### src/rtl/vector_lane_scheduler.sv
// vector_lane_scheduler: fetches operand pairs for one vector op
// and dispatches them round-robin across the functional lanes.
module vector_lane_scheduler #(
  parameter int NUM_OF_LANES = 4,
  parameter int DATA_W       = 64,
  parameter int LEN_W        = 32,
  parameter int REG_PTR_W    = 5,
  parameter int OP_W         = 8,
  parameter int FIFO_DEPTH   = 4
) (
  input  logic                    clk,
  input  logic                    reset,
  input  logic                    cmd_vld,
  output logic                    cmd_rdy,
  input  logic [OP_W-1:0]         cmd_op,
  input  logic [REG_PTR_W-1:0]    cmd_src0,
  input  logic [REG_PTR_W-1:0]    cmd_src1,
  input  logic [REG_PTR_W-1:0]    cmd_dst,
  input  logic [LEN_W-1:0]        cmd_len,
  output logic                    rd_req_vld,
  input  logic                    rd_req_rdy,
  output logic [REG_PTR_W-1:0]    rd_req_ptr0,
  output logic [REG_PTR_W-1:0]    rd_req_ptr1,
  output logic [LEN_W-1:0]        rd_req_idx,
  input  logic                    rd_rsp_vld,
  input  logic [DATA_W-1:0]       rd_rsp_data0,
  input  logic [DATA_W-1:0]       rd_rsp_data1,
  output logic [NUM_OF_LANES-1:0] lane_vld,
  output logic [DATA_W-1:0]       lane_data0,
  output logic [DATA_W-1:0]       lane_data1,
  output logic [OP_W-1:0]         lane_op,
  output logic [REG_PTR_W-1:0]    lane_dst,
  output logic [LEN_W-1:0]        lane_idx,
  input  logic [NUM_OF_LANES-1:0] lane_busy,
  input  logic [NUM_OF_LANES-1:0] lane_done,
  output logic                    busy,
  output logic                    done,
  output logic                    err
);

  localparam int LANE_W =
    (NUM_OF_LANES > 1) ? $clog2(NUM_OF_LANES) : 1;
  localparam int PTR_W = $clog2(FIFO_DEPTH);
  localparam int CNT_W = PTR_W + 1;
  localparam int CW    = LEN_W + 1;

  typedef enum logic [1:0] {
    IDLE,
    RUN,
    DRAIN
  } state_t;

  typedef struct packed {
    logic [DATA_W-1:0] d0;
    logic [DATA_W-1:0] d1;
    logic [LEN_W-1:0]  idx;
  } pair_t;

  state_t state_q, state_n;

  logic [OP_W-1:0]         op_q;
  logic [REG_PTR_W-1:0]    dst_q;
  logic [CW-1:0]           len_q;
  logic [CW-1:0]           req_q;
  logic [CW-1:0]           disp_q;
  logic [CW-1:0]           cmp_q;
  logic [LEN_W-1:0]        rsp_idx_q;
  logic [CNT_W-1:0]        out_q;
  logic [CNT_W-1:0]        cnt_q;
  logic [PTR_W-1:0]        wp_q;
  logic [PTR_W-1:0]        rp_q;
  pair_t                   mem_q [FIFO_DEPTH];
  logic [NUM_OF_LANES-1:0] infl_q;
  logic [LANE_W-1:0]       last_q;

  logic accept;
  logic hs;
  logic rsp_ok;
  logic rsp_bad;
  logic done_bad;
  logic empty;
  logic avail;
  logic disp;
  logic push;
  logic pop;
  logic found;
  logic done_n;
  logic vld_n;

  logic [NUM_OF_LANES-1:0] elig;
  logic [NUM_OF_LANES-1:0] good_done;
  logic [NUM_OF_LANES-1:0] sel_oh;
  logic [LANE_W-1:0]       sel;
  logic [LANE_W-1:0]       cand;

  pair_t rsp_pair;
  pair_t head;

  logic [CW-1:0]    req_n;
  logic [CW-1:0]    disp_n;
  logic [CW-1:0]    cmp_n;
  logic [CW-1:0]    cmp_inc;
  logic [CW-1:0]    len_n;
  logic [CNT_W-1:0] out_n;
  logic [CNT_W-1:0] cnt_n;
  logic [CNT_W:0]   credit;

  assign cmd_rdy  = (state_q == IDLE);
  assign accept   = cmd_rdy && cmd_vld;
  assign hs       = rd_req_vld && rd_req_rdy;
  assign rsp_ok   = rd_rsp_vld && (out_q != '0);
  assign rsp_bad  = rd_rsp_vld && (out_q == '0);
  assign done_bad = |(lane_done & ~infl_q);
  assign empty    = (cnt_q == '0);
  assign elig     = ~lane_busy & ~infl_q;
  assign good_done = lane_done & infl_q;

  assign rsp_pair = {rd_rsp_data0, rd_rsp_data1, rsp_idx_q};
  assign head     = empty ? rsp_pair : mem_q[rp_q];
  assign avail    = !empty || rsp_ok;
  assign disp     = (state_q == RUN) && avail && found;
  assign push     = rsp_ok && !(disp && empty);
  assign pop      = disp && !empty;

  // round-robin pick starting just after the last served lane
  always_comb begin
    found  = 1'b0;
    sel    = '0;
    cand   = '0;
    sel_oh = '0;
    for (int k = 1; k <= NUM_OF_LANES; k++) begin
      cand = LANE_W'((int'(last_q) + k) % NUM_OF_LANES);
      if (!found && elig[cand]) begin
        found = 1'b1;
        sel   = cand;
      end
    end
    if (disp) sel_oh[sel] = 1'b1;
  end

  // next values of counters and credit
  always_comb begin
    cmp_inc = '0;
    for (int i = 0; i < NUM_OF_LANES; i++) begin
      cmp_inc = cmp_inc + CW'(good_done[i]);
    end
    req_n  = accept ? '0 : req_q + CW'(hs);
    disp_n = accept ? '0 : disp_q + CW'(disp);
    cmp_n  = accept ? '0 : cmp_q + cmp_inc;
    len_n  = accept ? {1'b0, cmd_len} : len_q;
    out_n  = out_q + CNT_W'(hs) - CNT_W'(rsp_ok);
    cnt_n  = cnt_q + CNT_W'(push) - CNT_W'(pop);
    credit = {1'b0, out_n} + {1'b0, cnt_n};
  end

  // state transitions and done strobe
  always_comb begin
    state_n = state_q;
    done_n  = 1'b0;
    unique case (state_q)
      IDLE: begin
        if (accept) begin
          if (cmd_len == '0) done_n = 1'b1;
          else               state_n = RUN;
        end
      end
      RUN: begin
        if (disp_n == len_q) state_n = DRAIN;
      end
      DRAIN: begin
        if (cmp_n == len_q) begin
          state_n = IDLE;
          done_n  = 1'b1;
        end
      end
      default: state_n = IDLE;
    endcase
    vld_n = (state_n == RUN) && (req_n < len_n) &&
            (credit < (CNT_W + 1)'(FIFO_DEPTH));
  end

  // control state, counters and lane bookkeeping
  always_ff @(posedge clk) begin
    if (reset) begin
      state_q   <= IDLE;
      op_q      <= '0;
      dst_q     <= '0;
      len_q     <= '0;
      req_q     <= '0;
      disp_q    <= '0;
      cmp_q     <= '0;
      rsp_idx_q <= '0;
      out_q     <= '0;
      cnt_q     <= '0;
      wp_q      <= '0;
      rp_q      <= '0;
      infl_q    <= '0;
      last_q    <= LANE_W'(NUM_OF_LANES - 1);
    end else begin
      state_q <= state_n;
      if (accept) begin
        op_q  <= cmd_op;
        dst_q <= cmd_dst;
      end
      len_q  <= len_n;
      req_q  <= req_n;
      disp_q <= disp_n;
      cmp_q  <= cmp_n;
      out_q  <= out_n;
      cnt_q  <= cnt_n;
      if (accept)      rsp_idx_q <= '0;
      else if (rsp_ok) rsp_idx_q <= rsp_idx_q + 1'b1;
      wp_q   <= wp_q + PTR_W'(push);
      rp_q   <= rp_q + PTR_W'(pop);
      infl_q <= (infl_q & ~lane_done) | sel_oh;
      if (disp) last_q <= sel;
    end
  end

  // operand-pair buffer storage
  always_ff @(posedge clk) begin
    if (push) mem_q[wp_q] <= rsp_pair;
  end

  // registered outputs
  always_ff @(posedge clk) begin
    if (reset) begin
      rd_req_vld  <= 1'b0;
      rd_req_ptr0 <= '0;
      rd_req_ptr1 <= '0;
      rd_req_idx  <= '0;
      lane_vld    <= '0;
      lane_data0  <= '0;
      lane_data1  <= '0;
      lane_op     <= '0;
      lane_dst    <= '0;
      lane_idx    <= '0;
      busy        <= 1'b0;
      done        <= 1'b0;
      err         <= 1'b0;
    end else begin
      rd_req_vld <= vld_n;
      rd_req_idx <= req_n[LEN_W-1:0];
      if (accept) begin
        rd_req_ptr0 <= cmd_src0;
        rd_req_ptr1 <= cmd_src1;
      end
      lane_vld <= sel_oh;
      if (disp) begin
        lane_data0 <= head.d0;
        lane_data1 <= head.d1;
        lane_idx   <= head.idx;
        lane_op    <= op_q;
        lane_dst   <= dst_q;
      end
      busy <= (state_n != IDLE);
      done <= done_n;
      err  <= err | rsp_bad | done_bad;
    end
  end

endmodule

### config.mk
export PLATFORM = sky130hd
export DESIGN_NAME = vector_lane_scheduler
export DESIGN_NICKNAME = d
export VERILOG_FILES = /design/src/rtl/vector_lane_scheduler.sv
export SDC_FILE = /design/constraint.sdc
export NUM_CORES = 1
export LEC_CHECK = 0
export BUFFER_PORTS_ARGS = -buffer_cell sky130_fd_sc_hd__buf_2
export CAP_MARGIN = 20
export CORE_AREA = 5 5 380 382
export DETAILED_ROUTE_END_ITERATION = 6
export DIE_AREA = 0 0 385 387
export PLACE_DENSITY_LB_ADDON = 0.1
export SLEW_MARGIN = 40
export SYNTH_ARGS = -nofsm -noshare
export SYNTH_HDL_FRONTEND = slang
export SYNTH_SLANG_ARGS = --single-unit
### constraint.sdc
create_clock -name clk -period 12.9 [get_ports clk]
set_clock_uncertainty 0.05 [all_clocks]
set_input_delay 0 -clock clk [delete_from_list [all_inputs] [get_ports clk]]
set_output_delay 0 -clock clk [all_outputs]
set_load 0.01 [all_outputs]
==> results.sh, run 1 <==
export IMPL_cts_max_level=3
export IMPL_ir_worst_vdd_mv=0.1209
export IMPL_drive_gt1_frac=0.2076
export IMPL_netlist_area_leader_share=0.4596
export IMPL_rsz0062_at_grt="no"
export IMPL_antenna_found_initial=4
export IMPL_start_kind="flop"
export IMPL_setup_tns_ps=0
export IMPL_drtPass1Iterations=5
export IMPL_cp_slowest_cell="nor4_1"
export IMPL_gp_congestion=0.7867
export IMPL_setup_viol=0
export IMPL_slowest_delay_ps=580
export IMPL_worst_pin_slew_ps=818.4
export IMPL_endpoint_kind="flop"
export IMPL_die_y_um=387
export IMPL_required_ps=13440
export IMPL_rows=138
export IMPL_start_util=0.2971
export IMPL_slew_violations=0
export IMPL_drc_errors=0
export IMPL_pwr_share_clk=0.374
export IMPL_cts_buffers=117
export IMPL_coreArea_mm2=0.1407
export IMPL_clk_path_buf_depth=3
export IMPL_dpl_cell_area_mm2=0.04592
export IMPL_cp_max_fo=46
export IMPL_hold_viol_final=0
export IMPL_grt_pass1_vias=29616
export IMPL_synth_nets=3361
export IMPL_hold_class="in -> reg"
export IMPL_synth_area_leaders="edfxtp_1 (46%), dfxtp_1 (18%), mux4_2 (8.6%)"
export IMPL_grt_first_pass_wirelength_mm=192.9
export IMPL_total_leakage_power_nw=18.62
export IMPL_yosysSeqAreaShare=0.6445
export IMPL_nNetsFinal=4100
export IMPL_post_route_period_util=0.4822
export IMPL_criticalPathCategory="reg -> reg"
export IMPL_reg2reg_slack_ps=6680
export IMPL_synth_top_area_cell="edfxtp_1"
export IMPL_synth_seq_cells=1026
export IMPL_wire_per_inst_um=21.97
export IMPL_dieWidth_um=385
export IMPL_syn_cell_area_mm2=0.04181
export IMPL_clock_sinks=1026
export IMPL_grt_total_usage=0.1687
export IMPL_vias=28430
export IMPL_setup_ws_ps=6680
export IMPL_intPower_mw=6.424
export IMPL_path_cells="inv_1 > nor2_1 > o31ai_1 > nor2_4 > buf_4 > a21oi_4 > buf_4 > inv_2 > ha_1 > ha_1 > nand4_1 > nor4_1 > mux2i_1 > nor2_1 > or4_1 > a2111oi_0 > nand4_1 > o21a_1 > nor3b_1"
export IMPL_crit_start="state_q[0]$_SDFF_PP0_"
export IMPL_worstSetupEndpoint="rd_req_vld$_SDFF_PP0_"
export IMPL_cap_viol_max_count=0
export IMPL_grt_max_degree=132
export IMPL_io_pins=420
export IMPL_period_minus_slack_ps=6220
export IMPL_synth_flop_cell="edfxtp_1"
export IMPL_drtAntennaViolNets=0
export IMPL_seqPwrFrac=0.450
export IMPL_overflow=0
export IMPL_slew_headroom=0.4544
export IMPL_ys_types=94
export IMPL_ys_warn_count=0
export IMPL_io_buffers=419
export IMPL_cts_resized=0
export IMPL_crit_arrival_ps=6760
export IMPL_syn_area_per_cell_um2=13.43
export IMPL_synth_edff_count=640
export IMPL_place_ws_ps=6608
export IMPL_cts_root_buf="clkbuf_16"
export IMPL_reg2reg_from="state_q[0]$_SDFF_PP0_"
export IMPL_timing_rr_end="rd_req_vld$_SDFF_PP0_"
export IMPL_drt_iter0_drc=1588
export IMPL_syn_inst=3113
export IMPL_async_reset_ff_frac=0
export IMPL_multiInputGateArea_mm2=0.01381
export IMPL_clock_fmax_mhz=160.8
export IMPL_p_comb_frac=0.176
export IMPL_switchingPower_mw=2.447
export IMPL_nFillCells=13536
export IMPL_clk_pin_slew_worst_paths_ps=60
export IMPL_wl_mm=128.5
export IMPL_layout_commonest_cell="edfxtp_1"
export IMPL_power_density_mw_per_mm2=165.5
export IMPL_fin_area_mm2=0.05362
export IMPL_hpwl_mm=77.91
export IMPL_dieArea_mm2=0.1490
export IMPL_area_growth_pct=28.23
export IMPL_mostFrequentLayoutCells="edfxtp_1 (640), buf_2 (418), dfxtp_1 (384)"
export IMPL_via_per_inst=4.859
export IMPL_tritoncts="built"
export IMPL_status="finished clean"
export IMPL_seq_area_mm2=0.02695
export IMPL_r2r_cells=19
export IMPL_insertion_delay_ps=740
export IMPL_sw_frac_of_total=0.2759
-- worst min-delay path by stage --
stage	startpoint	to	slack (ps)	cells past startpoint
after global placement	rd_rsp_data0[54]	mem_q[0][150]$_DFFE_PP_	180	1
final	rd_rsp_data0[16]	mem_q[1][112]$_DFFE_PP_	60	2
after CTS	rd_rsp_data0[12]	mem_q[3][108]$_DFFE_PP_	2	2
after global routing	rd_rsp_data1[9]	mem_q[1][41]$_DFFE_PP_	20	2
after detailed placement	rd_rsp_data0[13]	mem_q[0][109]$_DFFE_PP_	190	1
after floorplan	rd_rsp_data0[4]	mem_q[0][100]$_DFFE_PP_	50	0
-- metal layers --
layer / routed length [um] / GRT usage
met2: 61720 / 0.2816
met3: 5760 / 0.02943
met5: 13 / 0
met1: 57710 / 0.2265
met4: 3314 / 0.04635
-- timing repair --
item / 4_1_cts / 5_1_grt
setup buffers: 0 / 0
hold buffers: 381 / 0
endpoints found under the hold margin: 735 / 0
-- worst max-delay path: cells and delay by family (launching register included) --
kind	cells	cell delay (ps)
AO/OA/AOI/OAI	4	980
adder cells (fa/ha/maj)	2	510
buffers and inverters	4	1530
flip-flops	1	500
multiplexers	1	380
AND/OR/NAND/NOR	8	2130
-- sequential cells by signal, indices dropped and copies added, names as in the netlist, 32 cells and up --
| name | count |
|---|---|
| lane_data0 | 64 |
| mem_q | 640 |
| cmp_q | 33 |
| req_q | 33 |
| len_q | 33 |
| disp_q | 33 |
| rsp_idx_q | 32 |
| lane_idx | 32 |
| lane_data1 | 64 |
-- metrics by stage --
step,utilization,cells,hold WS (ps),power [mW]
4_1_cts,0.3808,5845,2.204,9.047
3_5_place_dp,0.3263,5242,189.7,5.574
3_3_place_gp,0.3247,5235,184.5,5.549
6_report,0.3810,5851,64.10,8.872
5_1_grt,0.3809,5847,15.05,9.311
2_1_floorplan,-,3113,48.87,4.990
-- kinds of logic after synthesis --
logic type	synth area share
DFF	0.6445
and+or+nand+nor	0.09893
AOI/OAI and AO/OA	0.08846
buffers and inverters	0.02690
muxes	0.09417
xor gates and xnor gates	0.03061
adders and majority gates	0.01646
-- Yosys cell counts (33+ instances only) --
master / count
edfxtp_1: 640
dfxtp_1: 386
nand2_1: 314
a21oi_1: 247
nor2_1: 233
a22oi_1: 164
mux4_2: 160
clkbuf_1: 139
xnor2_1: 72
xor2_1: 61
nor3_1: 58
nand4_1: 56
ha_1: 47
inv_1: 43
nand3_1: 41
buf_4: 33
-- final cells by class --
type,instances,share of cell area
multi-input cells,1826,0.2577
well taps,1890,0.04411
clock buffers,172,0.06147
inverters,45,0.003150
repair buffers,836,0.1201
diodes,6,0.0002800
flip-flops and latches,1026,0.5027
clock inverters,50,0.01052
-- power by group through the flow --
stage | combinational [mW] | clock, mW | sequential [mW]
after floorplan | 0.879 | 0 | 4.11
after global placement | 1.48 | 0 | 4.07
after detailed placement | 1.50 | 0 | 4.07
after CTS | 1.61 | 3.44 | 4.00
after global routing | 1.71 | 3.57 | 4.03
final | 1.56 | 3.32 | 3.99
No activity file was read; power rests on OpenSTA's default activity.
==> inputs of run 2 (changes only) <==
==> constraint.sdc (replaced) <==
create_clock -name clk -period 5.05 [get_ports clk]
set_clock_uncertainty 0.05 [all_clocks]
set_input_delay 0 -clock clk [delete_from_list [all_inputs] [get_ports clk]]
set_output_delay 0 -clock clk [all_outputs]
set_load 0.01 [all_outputs]
==> run 2 against run 1 <==
  * Sequential cell count is the same
  * Power grew to 2.6 times the previous value
  * Die area is the same
  * Clock power grew to 2.6 times the previous value
  * Non-clock buffer count shrank 2
  * Combinational power grew to 2.6 times the previous value
  * Sequential share of layout area is essentially flat
  * Count of clock-buffer cells in the layout shrank 17
  * Final cell count shrank 0.12%
  * Highest routed layer is now met4
==> results.sh, run 2 (synthesis gave the netlist of run 1 again) <==
export IMPL_die_y_um=387
export IMPL_wire_per_inst_um=21.87
export IMPL_pwr_share_clk=0.377
export IMPL_required_ps=5630
export IMPL_area_growth_pct=28.37
export IMPL_design_power_total_mw=22.85
export IMPL_seqPwrFrac=0.446
export IMPL_cts_max_level=3
export IMPL_insertion_delay_ps=720
export IMPL_p_comb_frac=0.177
export IMPL_antenna_found_initial=5
export IMPL_setup_viol=0
export IMPL_endpoint_kind="flop"
export IMPL_io_buffers=419
export IMPL_grt_max_degree=144
export IMPL_cts_root_buf="clkbuf_16"
export IMPL_power_density_mw_per_mm2=425.7
export IMPL_setup_tns_ps=0
export IMPL_slew_headroom=0.4799
export IMPL_criticalPathCategory="reg -> reg"
export IMPL_via_per_inst=4.866
export IMPL_crit_arrival_ps=5350
export IMPL_largest_reg_flops=640
export IMPL_hold_class="in -> reg"
export IMPL_clock_fmax_mhz=209.6
export IMPL_intPower_mw=16.55
export IMPL_ir_worst_vdd_mv=0.3843
export IMPL_period_minus_slack_ps=4770
export IMPL_fin_area_mm2=0.05367
export IMPL_cts_buffers=115
export IMPL_grt_pass1_vias=29701
export IMPL_mostFrequentLayoutCells="edfxtp_1 (640), buf_2 (418), dfxtp_1 (380)"
export IMPL_nNetsFinal=4096
export IMPL_top_register="mem_q"
export IMPL_switchingPower_mw=6.296
export IMPL_place_ws_ps=328.9
export IMPL_drt_iter0_drc=1828
export IMPL_start_util=0.2971
export IMPL_wl_mm=127.8
export IMPL_tritoncts="built"
export IMPL_hpwl_mm=77.10
export IMPL_drtPass1Iterations=5
export IMPL_gp_congestion=0.8096
export IMPL_dieWidth_um=385
export IMPL_overflow=0
export IMPL_total_leakage_power_nw=18.65
export IMPL_drtAntennaViolNets=0
export IMPL_rows=138
export IMPL_clk_path_buf_depth=3
export IMPL_cp_max_fo=6
export IMPL_dieArea_mm2=0.1490
export IMPL_post_route_period_util=0.9446
export IMPL_slew_violations=0
export IMPL_reg_largest_list="mem_q (640), lane_data0 (64), lane_data1 (64)"
export IMPL_setup_ws_ps=279.7
export IMPL_cap_viol_max_count=0
export IMPL_clk_pin_slew_worst_paths_ps=60
export IMPL_io_pins=420
export IMPL_dpl_cell_area_mm2=0.04604
export IMPL_clock_sinks=1026
export IMPL_coreArea_mm2=0.1407
export IMPL_fin_util=0.3814
export IMPL_grt_total_usage=0.1681
export IMPL_post_cts_buffers=0
export IMPL_hold_viol_final=0
export IMPL_drc_errors=0
export IMPL_sw_frac_of_total=0.2756
export IMPL_drive_gt1_frac=0.2168
export IMPL_grt_first_pass_wirelength_mm=192.7
export IMPL_start_kind="flop"
export IMPL_rsz0062_at_grt="no"
export IMPL_vias=28436
export IMPL_layout_commonest_cell="edfxtp_1"
export IMPL_status="finished clean"
export IMPL_worst_pin_slew_ps=780.1
run 2: area by class of cell:
cell class / instances / area (um^2)
clock buffers: 155 / 3118
fillers: 13556 / 87050
flip-flops and latches: 1026 / 26960
multi-input cells: 1826 / 13840
diodes: 6 / 15.01
inverters: 45 / 173.9
clock inverters: 62 / 798.3
repair buffers: 834 / 6405
well taps: 1890 / 2365
run 2: path summary, 6_finish.rpt:
| check | cells past startpoint | from | slack [ps] | end |
|---|---|---|---|---|
| max | 13 | infl_q[0]$_SDFF_PP0_ | 280 | done$_SDFF_PP0_ |
| min | 2 | rd_rsp_data0[10] | 60 | mem_q[3][106]$_DFFE_PP_ |
| max reg2reg | 13 | infl_q[0]$_SDFF_PP0_ | 280 | done$_SDFF_PP0_ |
| min reg2reg | 2 | lane_data1[1]$_SDFFE_PP0P_ | 400 | lane_data1[1]$_SDFFE_PP0P_ |
run 2: power groups by stage:
stage / clock network, mW / logic (mW) / registers [mW]
2_1_floorplan: 0 / 2.27 / 10.4
3_5_place_dp: 0 / 3.89 / 10.4
4_1_cts: 8.91 / 4.15 / 10.2
3_3_place_gp: 0 / 3.86 / 10.4
6_report: 8.61 / 4.05 / 10.2
5_1_grt: 9.26 / 4.44 / 10.3
run 2: per-stage QoR:
step                      instances  hold WS, ps
after floorplan                3113        48.87
after global placement         5256        188.7
after detailed placement       5259        181.2
after CTS                      5833        1.130
after global routing           5840        19.74
final                          5844        61.85
run 2: worst max-delay path: stages (launching register included):
cell and delay (ps):
dfxtp_2 370, nand2_1 80, fa_1 490, fa_1 500, fa_1 420, nand3b_1 220
or2_1 280, or4_1 640, o2bb2ai_1 210, a221oi_2 240, o311a_1 210, nand4bb_1 230
or4_1 550, a211oi_2 190
run 2: repair_timing:
action | CTS | global route
resized for setup | 0 | 0
hold endpoints to repair | 738 | 0
hold buffers | 357 | 0
run 2: layer usage:
metal,track usage,wire [um]
met4,0.04757,3062
met2,0.2817,61990
met3,0.02708,5792
met5,0,0
met1,0.2255,56940
